## src/rtl/tts_pkg.sv

```systemverilog
// Shared types for the host programming block: FSM states and the buffered host write entry.
package tts_pkg;
  localparam int RAM_AW = 14;
  localparam int RAM_DW = 64;

  typedef enum logic [1:0] {
    IDLE = 2'd0,
    REQ  = 2'd1,
    DROP = 2'd2
  } hpb_state_t;

  typedef struct packed {
    logic [RAM_AW-1:0]   addr;
    logic [RAM_DW-1:0]   data;
    logic [RAM_DW/8-1:0] be;
  } hpb_wr_ent_t;
endpackage

```

## src/rtl/hpb_fifo.sv

```systemverilog
// Synchronous FIFO buffering host writes; pointers wrap naturally since DEPTH is a power of 2.
module hpb_fifo #(
  parameter int WIDTH = 86,
  parameter int DEPTH = 4
) (
  input  logic                     clk,
  input  logic                     reset_n,
  input  logic                     i_push,
  input  logic [WIDTH-1:0]         i_data,
  input  logic                     i_pop,
  output logic [WIDTH-1:0]         o_data,
  output logic                     o_full,
  output logic                     o_empty,
  output logic [$clog2(DEPTH):0]   o_count
);
  localparam int AW = $clog2(DEPTH);

  logic [WIDTH-1:0] r_mem [DEPTH];
  logic [AW-1:0]    r_wr_ptr;
  logic [AW-1:0]    r_rd_ptr;
  logic [AW:0]      r_count;
  logic             w_push_ok;
  logic             w_pop_ok;

  assign o_full    = (r_count == (AW+1)'(DEPTH));
  assign o_empty   = (r_count == '0);
  assign o_count   = r_count;
  assign o_data    = r_mem[r_rd_ptr];
  assign w_push_ok = i_push && !o_full;
  assign w_pop_ok  = i_pop && !o_empty;

  // Storage is not reset; pointer reset alone discards the contents.
  always_ff @(posedge clk) begin
    if (w_push_ok) r_mem[r_wr_ptr] <= i_data;
  end

  always_ff @(posedge clk) begin
    if (!reset_n) begin
      r_wr_ptr <= '0;
      r_rd_ptr <= '0;
      r_count  <= '0;
    end else begin
      if (w_push_ok) r_wr_ptr <= r_wr_ptr + 1'b1;
      if (w_pop_ok)  r_rd_ptr <= r_rd_ptr + 1'b1;
      case ({w_push_ok, w_pop_ok})
        2'b10:   r_count <= r_count + 1'b1;
        2'b01:   r_count <= r_count - 1'b1;
        default: r_count <= r_count;
      endcase
    end
  end
endmodule

```

## src/rtl/hpb.sv

```systemverilog
// Host programming block: buffers host writes and issues them to rcb over a req/done handshake.
// state | meaning
// IDLE  | no request outstanding, waiting for a buffered write
// REQ   | request high, outputs frozen until rcb_wr_done
// DROP  | request low for one cycle so rcb re-arms
module hpb
  import tts_pkg::*;
#(
  parameter int RCB_RAM_WIDTH  = 64,
  parameter int HPB_FIFO_DEPTH = 4,
  parameter int HPB_TIMEOUT    = 1024
) (
  input  logic                       clk,
  input  logic                       reset_n,
  input  logic                       host_wr_valid,
  output logic                       host_wr_ready,
  input  logic [RAM_AW-1:0]          host_wr_addr,
  input  logic [RCB_RAM_WIDTH-1:0]   host_wr_data,
  input  logic [RCB_RAM_WIDTH/8-1:0] host_wr_be,
  output logic [RAM_AW-1:0]          hpb_wr_addr,
  output logic [RCB_RAM_WIDTH-1:0]   hpb_wr_data,
  output logic [RCB_RAM_WIDTH/8-1:0] hpb_wr_en,
  output logic                       hpb_wr_req,
  input  logic                       rcb_wr_done,
  output logic                       hpb_busy,
  output logic                       hpb_timeout,
  output logic [15:0]                hpb_wr_cnt
);
  localparam int BW = RCB_RAM_WIDTH / 8;
  localparam int EW = RAM_AW + RCB_RAM_WIDTH + BW;
  localparam int TW = $clog2(HPB_TIMEOUT + 1);
  localparam logic [TW-1:0] TO_LIM = TW'(HPB_TIMEOUT);

  hpb_state_t                   r_state;
  logic [RAM_AW-1:0]            r_addr;
  logic [RCB_RAM_WIDTH-1:0]     r_data;
  logic [BW-1:0]                r_en;
  logic [15:0]                  r_cnt;
  logic [TW-1:0]                r_to_cnt;
  logic                         r_timeout;
  logic                         r_live;
  logic                         w_push;
  logic                         w_pop;
  logic                         w_full;
  logic                         w_empty;
  logic [EW-1:0]                w_head;
  logic [$clog2(HPB_FIFO_DEPTH):0] w_count;

  // r_live keeps ready low through reset and releases it one edge later.
  assign host_wr_ready = r_live && !w_full;
  assign w_push        = host_wr_valid && host_wr_ready;
  assign w_pop         = !w_empty && (r_state == IDLE || r_state == DROP);

  hpb_fifo #(
    .WIDTH (EW),
    .DEPTH (HPB_FIFO_DEPTH)
  ) u_fifo (
    .clk     (clk),
    .reset_n (reset_n),
    .i_push  (w_push),
    .i_data  ({host_wr_addr, host_wr_data, host_wr_be}),
    .i_pop   (w_pop),
    .o_data  (w_head),
    .o_full  (w_full),
    .o_empty (w_empty),
    .o_count (w_count)
  );

  always_ff @(posedge clk) begin
    if (!reset_n) begin
      r_state   <= IDLE;
      r_addr    <= '0;
      r_data    <= '0;
      r_en      <= '0;
      r_cnt     <= '0;
      r_to_cnt  <= '0;
      r_timeout <= 1'b0;
      r_live    <= 1'b0;
    end else begin
      r_live <= 1'b1;
      case (r_state)
        IDLE, DROP: begin
          if (!w_empty) begin
            {r_addr, r_data, r_en} <= w_head;
            r_to_cnt <= '0;
            r_state  <= REQ;
          end else begin
            r_state <= IDLE;
          end
        end
        REQ: begin
          // Saturating age; the flag is sticky and the request is never aborted.
          if (r_to_cnt != TO_LIM) r_to_cnt <= r_to_cnt + 1'b1;
          if (r_to_cnt == TO_LIM - TW'(1)) r_timeout <= 1'b1;
          if (rcb_wr_done) begin
            r_cnt   <= r_cnt + 1'b1;
            r_state <= DROP;
          end
        end
        default: r_state <= IDLE;
      endcase
    end
  end

  assign hpb_wr_req  = (r_state == REQ);
  assign hpb_wr_addr = r_addr;
  assign hpb_wr_data = r_data;
  assign hpb_wr_en   = r_en;
  assign hpb_busy    = (w_count != '0) || (r_state != IDLE);
  assign hpb_timeout = r_timeout;
  assign hpb_wr_cnt  = r_cnt;
endmodule

```

## config.mk

```make
export PLATFORM = sky130hd
export DESIGN_NAME = hpb
export DESIGN_NICKNAME = d
export VERILOG_FILES = /design/src/rtl/tts_pkg.sv /design/src/rtl/hpb_fifo.sv /design/src/rtl/hpb.sv
export SDC_FILE = /design/constraint.sdc
export NUM_CORES = 1
export LEC_CHECK = 0
export ABC_AREA = 1
export CORE_MARGIN = 2
export CORE_UTILIZATION = 51
export DETAILED_ROUTE_END_ITERATION = 10
export PLACE_DENSITY = 0.82
export SYNTH_ARGS = -nofsm -noshare
export SYNTH_HDL_FRONTEND = slang
export SYNTH_HIERARCHICAL = 1
export SYNTH_SLANG_ARGS = --single-unit
```

## constraint.sdc

```tcl
create_clock -name clk -period 7.49 [get_ports clk]
set_input_delay 1.1235 -clock clk [delete_from_list [all_inputs] [get_ports clk]]
set_output_delay 1.1235 -clock clk [all_outputs]
set_load 0.01 [all_outputs]
```

==> results of run 1 <==
## cells in the final DEF, fill, tap and decap left out, drive strengths merged
cell type / instances
clkdlybuf4s50: 194
o21ai: 270
o22ai: 86
nor2: 385
bufinv: 4
edfxtp: 344
clkinvlp: 1
nand3: 34
clkbuf: 63
xor2: 2
diode: 2
or2: 1
dfxtp: 126
o21a: 3
fa: 1
ha: 8
nand3b: 1
nand2: 64
nor3b: 1
nor3: 5
a21oi: 28
nand4: 6
clkinv: 19
buf: 9
inv: 54
## power groups by stage
stage / sequential [mW] / combinational, mW / clock, mW
after detailed placement: 3.31 / 1.83 / 0
final: 3.26 / 1.85 / 2.34
after CTS: 3.26 / 1.85 / 2.38
after global placement: 3.30 / 1.77 / 0
after floorplan: 3.29 / 1.17 / 0
after global routing: 3.29 / 2.04 / 2.48
## cell usage after synthesis
| library cell | n | area (µm²) |
|---|---|---|
| sky130_fd_sc_hd__nor2_1 | 380 | 1426 |
| sky130_fd_sc_hd__edfxtp_1 | 344 | 10330 |
| sky130_fd_sc_hd__o21ai_0 | 259 | 1296 |
| sky130_fd_sc_hd__dfxtp_1 | 126 | 2522 |
| sky130_fd_sc_hd__o22ai_1 | 86 | 538.0 |
| sky130_fd_sc_hd__nand2_1 | 62 | 232.7 |
| sky130_fd_sc_hd__inv_1 | 52 | 195.2 |
| sky130_fd_sc_hd__clkbuf_1 | 32 | 120.1 |
| sky130_fd_sc_hd__nand3_1 | 32 | 160.2 |
| sky130_fd_sc_hd__buf_2 | 31 | 155.2 |
| sky130_fd_sc_hd__a21oi_1 | 28 | 140.1 |
| sky130_fd_sc_hd__buf_6 | 11 | 123.9 |
| sky130_fd_sc_hd__o21ai_1 | 11 | 55.05 |
| sky130_fd_sc_hd__ha_1 | 8 | 100.1 |
| sky130_fd_sc_hd__clkbuf_2 | 7 | 35.03 |
| sky130_fd_sc_hd__nor3_1 | 5 | 25.02 |
| sky130_fd_sc_hd__nand4_1 | 4 | 25.02 |
| sky130_fd_sc_hd__nor2_4 | 4 | 45.04 |
| sky130_fd_sc_hd__buf_4 | 3 | 22.52 |
| sky130_fd_sc_hd__o21a_1 | 3 | 22.52 |
| sky130_fd_sc_hd__buf_1 | 2 | 7.510 |
| sky130_fd_sc_hd__inv_2 | 2 | 7.510 |
| sky130_fd_sc_hd__nand2_2 | 2 | 12.51 |
| sky130_fd_sc_hd__nand3_4 | 2 | 35.03 |
| sky130_fd_sc_hd__nand4_2 | 2 | 25.02 |
| sky130_fd_sc_hd__xor2_1 | 2 | 17.52 |
| sky130_fd_sc_hd__buf_8 | 1 | 15.01 |
| sky130_fd_sc_hd__fa_1 | 1 | 20.02 |
| sky130_fd_sc_hd__inv_6 | 1 | 8.760 |
| sky130_fd_sc_hd__nand3b_1 | 1 | 7.510 |
| sky130_fd_sc_hd__nor2_2 | 1 | 6.260 |
| sky130_fd_sc_hd__nor3b_1 | 1 | 7.510 |
| sky130_fd_sc_hd__or2_2 | 1 | 6.260 |
## flip-flops by register name (all words and copies together), names as in the netlist, 3 cells and up, named ones only
| name | cells |
|---|---|
| hpb_wr_addr | 14 |
| hpb_wr_data | 64 |
| hpb_wr_cnt | 16 |
| r_to_cnt | 11 |
| u_fifo/o_count | 3 |
| u_fifo/r_mem | 344 |
| hpb_wr_en | 8 |
## metal layers
metal	vias to the layer above	routed length, µm	track usage, %
met5	-	54	0
met4	8	1101	9.004
met3	83	2749	3.975
met2	480	19780	36.92
met1	5790	16090	26.65
li1	5661	-	-
## metrics by stage
step	hold slack (ns)	instances	utilization [%]	setup WS, ns
2_1_floorplan	0.4587	1507	-	1.758
4_1_cts	0.4802	2164	62.43	3.803
6_report	0.4800	2166	62.45	3.782
5_1_grt	0.4876	2166	62.45	3.580
3_5_place_dp	0.4657	2078	57.85	3.233
3_3_place_gp	0.4564	2078	57.85	3.313
## critical path, stage by stage
cell	delay [ns]
sky130_fd_sc_hd__clkdlybuf4s50_1	0.44
sky130_fd_sc_hd__nor3b_1	0.31
sky130_fd_sc_hd__nand2_1	0.36
sky130_fd_sc_hd__nor2_4	0.63
sky130_fd_sc_hd__buf_4	0.88
## how the worst min path moves through the flow
stage	startpoint	end	slack [ns]	depth (start not counted)
after floorplan	r_to_cnt[7]	r_to_cnt[7]	0.46	2
after global placement	hpb_wr_cnt[11]	hpb_wr_cnt[11]	0.46	1
after detailed placement	hpb_timeout	hpb_timeout	0.47	2
after CTS	hpb_timeout	hpb_timeout	0.48	2
after global routing	hpb_timeout	hpb_timeout	0.49	2
final	hpb_timeout	hpb_timeout	0.48	2
## cell families (layout without fill, tap and decap cells)
group,count (synthesis),count (layout)
AOI/OAI and AO/OA,387,387
xor gates and xnor gates,2,2
adders and majority gates,9,9
buffers and inverters,142,344
DFF,470,470
other,0,2
and+or+nand+nor,497,497
## area by class of cell
type | instances | area (µm²)
multi-input cells | 895 | 4234
repair buffers | 203 | 2009
fillers | 2509 | 12910
clock inverters | 23 | 214.0
clock buffers | 63 | 1360
flip-flops and latches | 470 | 12860
inverters | 55 | 212.7
diodes | 2 | 5.005
well taps | 455 | 569.3
==> results.cfg, run 1 <==
[pwr]
power.ir.vdd_worst_v = 0.0002452
power.density_mw_per_mm2 = 347.1
power.sequential.fraction_pct = 43.7
share_comb_of_total_power_pct = 24.8
cellInternalPower_mw = 5.143
swShare_pct = 30.96
net-switching-power_mw = 2.307
power.clock.fraction_pct = 31.4
power_mw = 7.450
power_leakage_nw = 7.519

[global_routing]
grt_overflow_total = 0
first_global_vias = 11880
first_pass_grt_wire_length_mm = 61.15
antenna_found_initial = 6
overall_global_routing_resource_usage_pct = 21.44
maximum_number_of_pins_on_one_net_before_global_route_repair = 173

[floorplan]
core_region_area_mm2 = 0.03437
fp.dieArea_mm2 = 0.03631
die-width_um = 190.5
starting_utilization_of_the_core_area_pct = 51.63
die_h_um = 190.5
io_pins = 196
fp-row-count = 68

[detailed_routing]
first_pass_iters = 6
drt.antenna.violating_nets = 0
avgViaCountPerCell = 5.550
routedWlPerCell_um = 18.36
drt-initial-drc-count = 1094
finalWirelength_mm = 39.77
drc = 0
via_count = 12020

[clocking]
clockRootBuffer = sky130_fd_sc_hd__clkbuf_16
cts.reportedPaths.clkPinSlew_ns = 0.06
cts-htree-levels = 2
clock_latency_ns = 0.55
number_of_cts_inserted_buffers = 46
total_number_of_clock_tree_sinks = 470
hold_buffers = 0
post_cts_buffers = 0
ctsResizeCount = 0
tritoncts = yes
cts_max_path_buffers = 3

[sta]
max_clock_freq_ghz = 0.2697
crit_share_post_route_pct = 49.51
relSlewSlack_pct = 18.73
final.setup.tns_ns = 0
finalSetupViolations = 0
slew_viol_final = 0
tightestPinTransition_ns = 1.219
hold_viol = 0
period_needed_ns = 3.708
timing.clock.skew_ns = 0.01422
grt_setup_unrepaired = no

[worst_setup_path]
reg2regPathDepth = 7
timing.critical_path.from = host_wr_valid
r2r_end = u_fifo/r_mem[2][27]
worst_ep_arrival_time_ns = 3.87
timing.setup.critical_path_class = in -> reg
timing.critical_path.to_type = flop
worst-endpoint-required_ns = 7.65
timing.critical_path.from_type = primary input
cp-endpoint = u_fifo/r_mem[2][27]
worst_r2r_startpoint = u_fifo/o_count[1]
path_max_fanout = 66
reg2reg_setup_slack_ns = 4.15

[synthesis]
synth_fa_ha_area_share_pct = 0.6768
average_size_of_a_mapped_cell_um2 = 11.78
yosysUniqueCellTypes = 33
synthesis.instances = 1507
synth_seq_cells = 470
synthSimpleGateAreaFrac_pct = 11.35
yosys_warns = 6
synth_compound_area_share_pct = 11.56
mappedNetlistArea_mm2 = 0.01775
post_synthesis_mux_area_share_pct = 0
combinational_family_with_the_most_area_after_synthesis = compound AO/OA/AOI/OAI gates
yosys.area_share.xor_xnor_pct = 0.09870
postSynthNetCount = 1606
synth_seq_area_share_pct = 72.42

[placement]
placed_area_mm2 = 0.01989
dp_hpwl_mm = 22.25
gp_congestion = 0.8210
portBuffers = 195

[run]
cap_violations = 0

[layout]
fin_nets = 1770
share_of_final_layout_standard_cells_stronger_than_drive_strength_1_pct = 5.851
area_delta_synth_final_pct = 20.95
finalInstanceArea_mm2 = 0.02146

[run_status]
run_status = completed

[worst_hold_path]
hold_path.class = reg -> reg
No activity file was read; power rests on OpenSTA's default activity.
==> run 2, diff against run 1 <==
Clock period 7.49 ns to 3.7 ns, I/O delays scaled along.
==> run 2 against run 1 <==
First-iteration DRC count shrank 3.4%. Sequential cell count is the same. Sequential power grew 100%. Power grew 98%. Clock-buffer cell count grew 11. Routed wire length grew 1.2%. Critical path depth shrank 2. Clock skew grew 0.0028 ns. Clock power grew 85%. Combinational power grew 110%. Sequential share of layout area is essentially flat. Utilization is essentially flat.
==> results.cfg, run 2 (same netlist as run 1, synthesis figures left out) <==
[pwr]
net-switching-power_mw = 4.633
swShare_pct = 31.48
power.ir.vdd_worst_v = 0.0005372
power_leakage_nw = 7.492
power.clock.fraction_pct = 29.4
power.density_mw_per_mm2 = 685.7
power.sequential.fraction_pct = 44.4
share_comb_of_total_power_pct = 26.2
cellInternalPower_mw = 10.08

[floorplan]
die-width_um = 190.5
die_h_um = 190.5
fp-row-count = 68
starting_utilization_of_the_core_area_pct = 51.63
io_pins = 196
fp.dieArea_mm2 = 0.03631
core_region_area_mm2 = 0.03437

[clocking]
ctsResizeCount = 0
cts_max_path_buffers = 3
cts-htree-levels = 2
number_of_cts_inserted_buffers = 46
clock_latency_ns = 0.55
hold_buffers = 0
post_cts_buffers = 0
tritoncts = yes
cts.reportedPaths.clkPinSlew_ns = 0.06
total_number_of_clock_tree_sinks = 470
clockRootBuffer = sky130_fd_sc_hd__clkbuf_16

[global_routing]
grt_overflow_total = 0
grtUsageMet2_pct = 36.74
first_global_vias = 11910
overall_global_routing_resource_usage_pct = 21.88
use_met3_pct = 3.901
maximum_number_of_pins_on_one_net_before_global_route_repair = 173
met1_usage_pct = 28.41
busiest_layer = met2
first_pass_grt_wire_length_mm = 62.42
antenna_found_initial = 4

[layout]
mostFrequentLayoutCell = sky130_fd_sc_hd__nor2_1
area_delta_synth_final_pct = 20.94
utilization_pct = 62.44
largest_reg_flops = 344
finalInstanceArea_mm2 = 0.02146
final_cell_mix = 376 x sky130_fd_sc_hd__nor2_1, 344 x sky130_fd_sc_hd__edfxtp_1, 259 x sky130_fd_sc_hd__o21ai_0
fin_nets = 1778
share_of_final_layout_standard_cells_stronger_than_drive_strength_1_pct = 5.824
registers.top_by_ff_count = u_fifo/r_mem

[placement]
dp_hpwl_mm = 23.38
gp_congestion = 0.8464
portBuffers = 195
placed_area_mm2 = 0.02004

[detailed_routing]
finalWirelength_mm = 40.25
drc = 0
drt-initial-drc-count = 1057
routedWlPerCell_um = 18.49
drt.antenna.violating_nets = 0
via_count = 12110
avgViaCountPerCell = 5.561
first_pass_iters = 5

[worst_setup_path]
r2r_end = u_fifo/r_mem[1][32]
timing.setup.critical_path_class = reg -> out
timing.critical_path.to_type = output pin
timing.critical_path.from_type = flop
worst_r2r_startpoint = u_fifo/o_count[1]
reg2reg_setup_slack_ns = 1.10
reg2regPathDepth = 7
worst-endpoint-required_ns = 3.14
path_max_fanout = 13
worst_ep_arrival_time_ns = 2.17

[sta]
grt_setup_unrepaired = no
finalSetupViolations = 0
crit_share_post_route_pct = 73.57
relSlewSlack_pct = 20.90
max_clock_freq_ghz = 0.3674
period_needed_ns = 2.722
slew_viol_final = 0
hold_viol = 0
timing.clock.skew_ns = 0.01701
tightestPinTransition_ns = 1.187

[worst_hold_path]
hold_path.class = reg -> reg
worst_hold_path.num_cells = 1
min_from = hpb_wr_cnt[11]
worstHoldEndpoint = hpb_wr_cnt[11]

[run_status]
run_status = completed

[run]
cap_violations = 0
-- run 2: worst max-delay path, cell delays in order, from the launching register on --
cell and delay (ns):
sky130_fd_sc_hd__dfxtp_1 0.45, sky130_fd_sc_hd__nand2_1 0.16, sky130_fd_sc_hd__inv_1 0.39, sky130_fd_sc_hd__clkdlybuf4s50_1 0.63
-- run 2: how the worst max path moves through the flow --
stage | startpoint | to | slack [ns] | cells past startpoint
2_1_floorplan | u_fifo/o_count[1] | u_fifo/r_mem[0][0] | -0.08 | 6
3_3_place_gp | host_wr_valid | u_fifo/r_mem[1][80] | 0.80 | 5
3_5_place_dp | host_wr_valid | u_fifo/r_mem[1][80] | 0.75 | 5
4_1_cts | r_state[0] | hpb_wr_req | 0.97 | 3
5_1_grt | r_state[0] | hpb_wr_req | 0.86 | 3
6_report | r_state[0] | hpb_wr_req | 0.98 | 3
-- run 2: power by group through the flow --
stage | clock network [mW] | registers (mW) | logic (mW)
6_report | 4.32 | 6.54 | 3.85
3_3_place_gp | 0 | 6.63 | 3.67
3_5_place_dp | 0 | 6.64 | 3.82
2_1_floorplan | 0 | 6.65 | 2.37
5_1_grt | 4.59 | 6.60 | 4.27
4_1_cts | 4.39 | 6.54 | 3.85
-- run 2: area by class of cell --
cell class	count	area, µm²
antenna	5	12.51
clock buffer	74	1305
clock inverter	12	102.6
fill	2544	12910
inverter	55	212.7
multi-input combinational	895	4234
sequential	470	12860
tap	455	569.3
timing repair buffer	211	2170
-- run 2: routing by layer --
metal | share of wire, % | wire length (µm) | vias up
li1 | - | - | 5673
met1 | 42 | 16750 | 5914
met2 | 48 | 19400 | 431
met3 | 7.0 | 2798 | 85
met4 | 3.2 | 1285 | 4
met5 | 0.057 | 23 | -
-- run 2: stage by stage --
step / hold slack (ns) / instances / worst slack (ns) / total power, mW / TNS (ns)
floorplan: 0.4587 / 1507 / -0.08094 / 9.028 / -27.84
global placement: 0.4557 / 2086 / 0.8002 / 10.30 / 0
detailed placement: 0.4772 / 2086 / 0.7487 / 10.45 / 0
CTS: 0.4897 / 2172 / 0.9721 / 14.78 / 0
global route: 0.5158 / 2174 / 0.8574 / 15.46 / 0
finish: 0.4901 / 2177 / 0.9781 / 14.72 / 0
==> variant: new RTL, flow settings as in run 2 <==
Compare `r_to_cnt` against `TO_LIM - TW'(1)` with >= in place of ==.
--- a/src/rtl/hpb.sv
+++ b/src/rtl/hpb.sv
@@ -92,5 +92,5 @@
           // Saturating age; the flag is sticky and the request is never aborted.
           if (r_to_cnt != TO_LIM) r_to_cnt <= r_to_cnt + 1'b1;
-          if (r_to_cnt == TO_LIM - TW'(1)) r_timeout <= 1'b1;
+          if (r_to_cnt >= TO_LIM - TW'(1)) r_timeout <= 1'b1;
           if (rcb_wr_done) begin
             r_cnt   <= r_cnt + 1'b1;
Check against the original RTL: same outputs for any inputs over 4 cycles, from zero or initial values and one cycle with reset_n low; that may be too few to reach the edited logic, so the function may still have changed.
==> variant against run 2 <==
  * Global-route usage is 0.34 points higher
  * Final area hardly changed
  * Final cell count is 0.14% higher
  * Register-to-register slack better by 0.15 ns
  * Wire length is 1.0% higher
  * Via count is 0.28% higher
  * Setup slack better by 0.074 ns
  * Sequential cell count stayed put
  * Die area is 0.24% higher
  * Combinational power is 1% higher
  * Area after synthesis is 0.24% higher
  * Total power is 0.48% higher
  * Sequential share of layout area is 0.071 points higher
  * Largest power group unchanged
==> variant: results (changes against run 2) <==
* Relative contribution of combinational cells to total power: 26.3% (was 26.2%)
- The reported leakage power came to 0.007525 uW (was 0.007492 uW).
* Clock Skew: 0.02827 ns (was 0.01701 ns)
* Sequential fraction of the synthesis area: 72.25% (was 72.42%)
- Outcome: complete, no violations (unchanged)
- Flop2flop setup slack: 1.25 ns (was 1.10 ns)
* Area share of xor/xnor cells in the synthesized design: 0.09847% (was 0.09870%)
- Relative slew margins: 15.08% (was 20.90%)
* Highest net fanout along the worst path: 12 (was 13)
* Unique masters post-synth: 31 (was 33)
* Ranking of synthesized cells by area: sky130_fd_sc_hd__edfxtp_1 58%, sky130_fd_sc_hd__dfxtp_1 14%, sky130_fd_sc_hd__nor2_1 8.2% (was sky130_fd_sc_hd__edfxtp_1 58%, sky130_fd_sc_hd__dfxtp_1 14%, sky130_fd_sc_hd__nor2_1 8.0%)
* Number of vias per cell after detailed routing: 5.569 (was 5.561)
* Global-route wire length before repair: 63,180 um (was 62,420 um)
- HPWL Detailed: 23,400 um (was 23,380 um)
- The worst voltage drop across the vdd grid came to 0.0004079 V (was 0.0005372 V).
- The number of DRC violations after detailed-routing iteration 0 was 1,015 (was 1,057).
- The share of post-route cells with drive strength above 1 is 5.916% (was 5.824%).
- The number of antenna violations at the first check in global routing is 2 (was 4).
* Num CTS Buffers: 44 (was 46)
- Placed instance count: 2,097 (was 2,086)
- The total track usage is 22.22% (was 21.88%).
- The synthesized net count is 1,618 (was 1,606).
* Gp weighted congestion: 0.8696 (was 0.8464)
- Final instance count without filler cells: 2,180 (was 2,177)
* Fraction of the mapped netlist area in adder cells: 0.6752% (was 0.6768%)
- The number of fillers in the final layout came to 2,548 (was 2,544).
- Vias in the first global route: 12,170 (was 11,910)
- The switching share of power came to 31.87% (was 31.48%).
* Routed wire length per instance: 18.65 um (was 18.49 um)
## variant: cell types whose count changed in the layout (fill, tap and decap cells not counted), sizes merged, moves of 3 or more
cell and delta:
clkbuf -12, nor2 +7, clkinv +6, nand3 +5, diode -4, nand2 +4, a21oi -3, nor3b +3
o21ai -3
## variant: layer usage
layer	track usage [%]	wire, um
met5	0	9
met4	8.646	1249
met3	3.938	2802
met2	36.76	19410
met1	29.31	17190
## variant: layout make-up
class | instances | area, um2 | share of cell area, %
sequential | 470 | 12860 | 59.98
multi-input combinational | 906 | 4269 | 19.91
clock inverter | 20 | 161.4 | 0.7528
antenna | 1 | 2.502 | 0.01167
inverter | 54 | 210.2 | 0.9803
clock buffer | 62 | 1230 | 5.736
timing repair buffer | 212 | 2140 | 9.978
tap | 455 | 569.3 | 2.655
## variant: through the flow
stage               instance area, um2  setup TNS, ns  worst slack, ns  power [uW]  hold slack [ns]
floorplan                        17800         -27.84         -0.08094        9046           0.4623
global placement                 20050              0           0.9329       10360           0.4444
detailed placement               20050              0           0.8972       10500           0.4519
CTS                              21440              0            1.048       14840           0.4612
global route                     21440              0           0.9632       15500           0.4824
finish                           21440              0            1.052       14790           0.4599
## variant: cells by family after synthesis
family,after synthesis
flops,470
fa+ha+maj,9
compound gates,379
buf+inv,143
xor+xnor,2
simple gates,516
## variant: final timing paths
kind               start               to  cells past startpoint
max           r_state[0]       hpb_wr_req                      3
min          hpb_timeout      hpb_timeout                      2
max reg2reg         flop  hpb_wr_data[57]                      5
min reg2reg  hpb_timeout      hpb_timeout                      2
## variant: worst max-delay path, delay by kind of cell (launching register included)
kind	cells	cell delay, ns
flops	1	0.46
buf+inv	2	0.94
simple gates	1	0.14
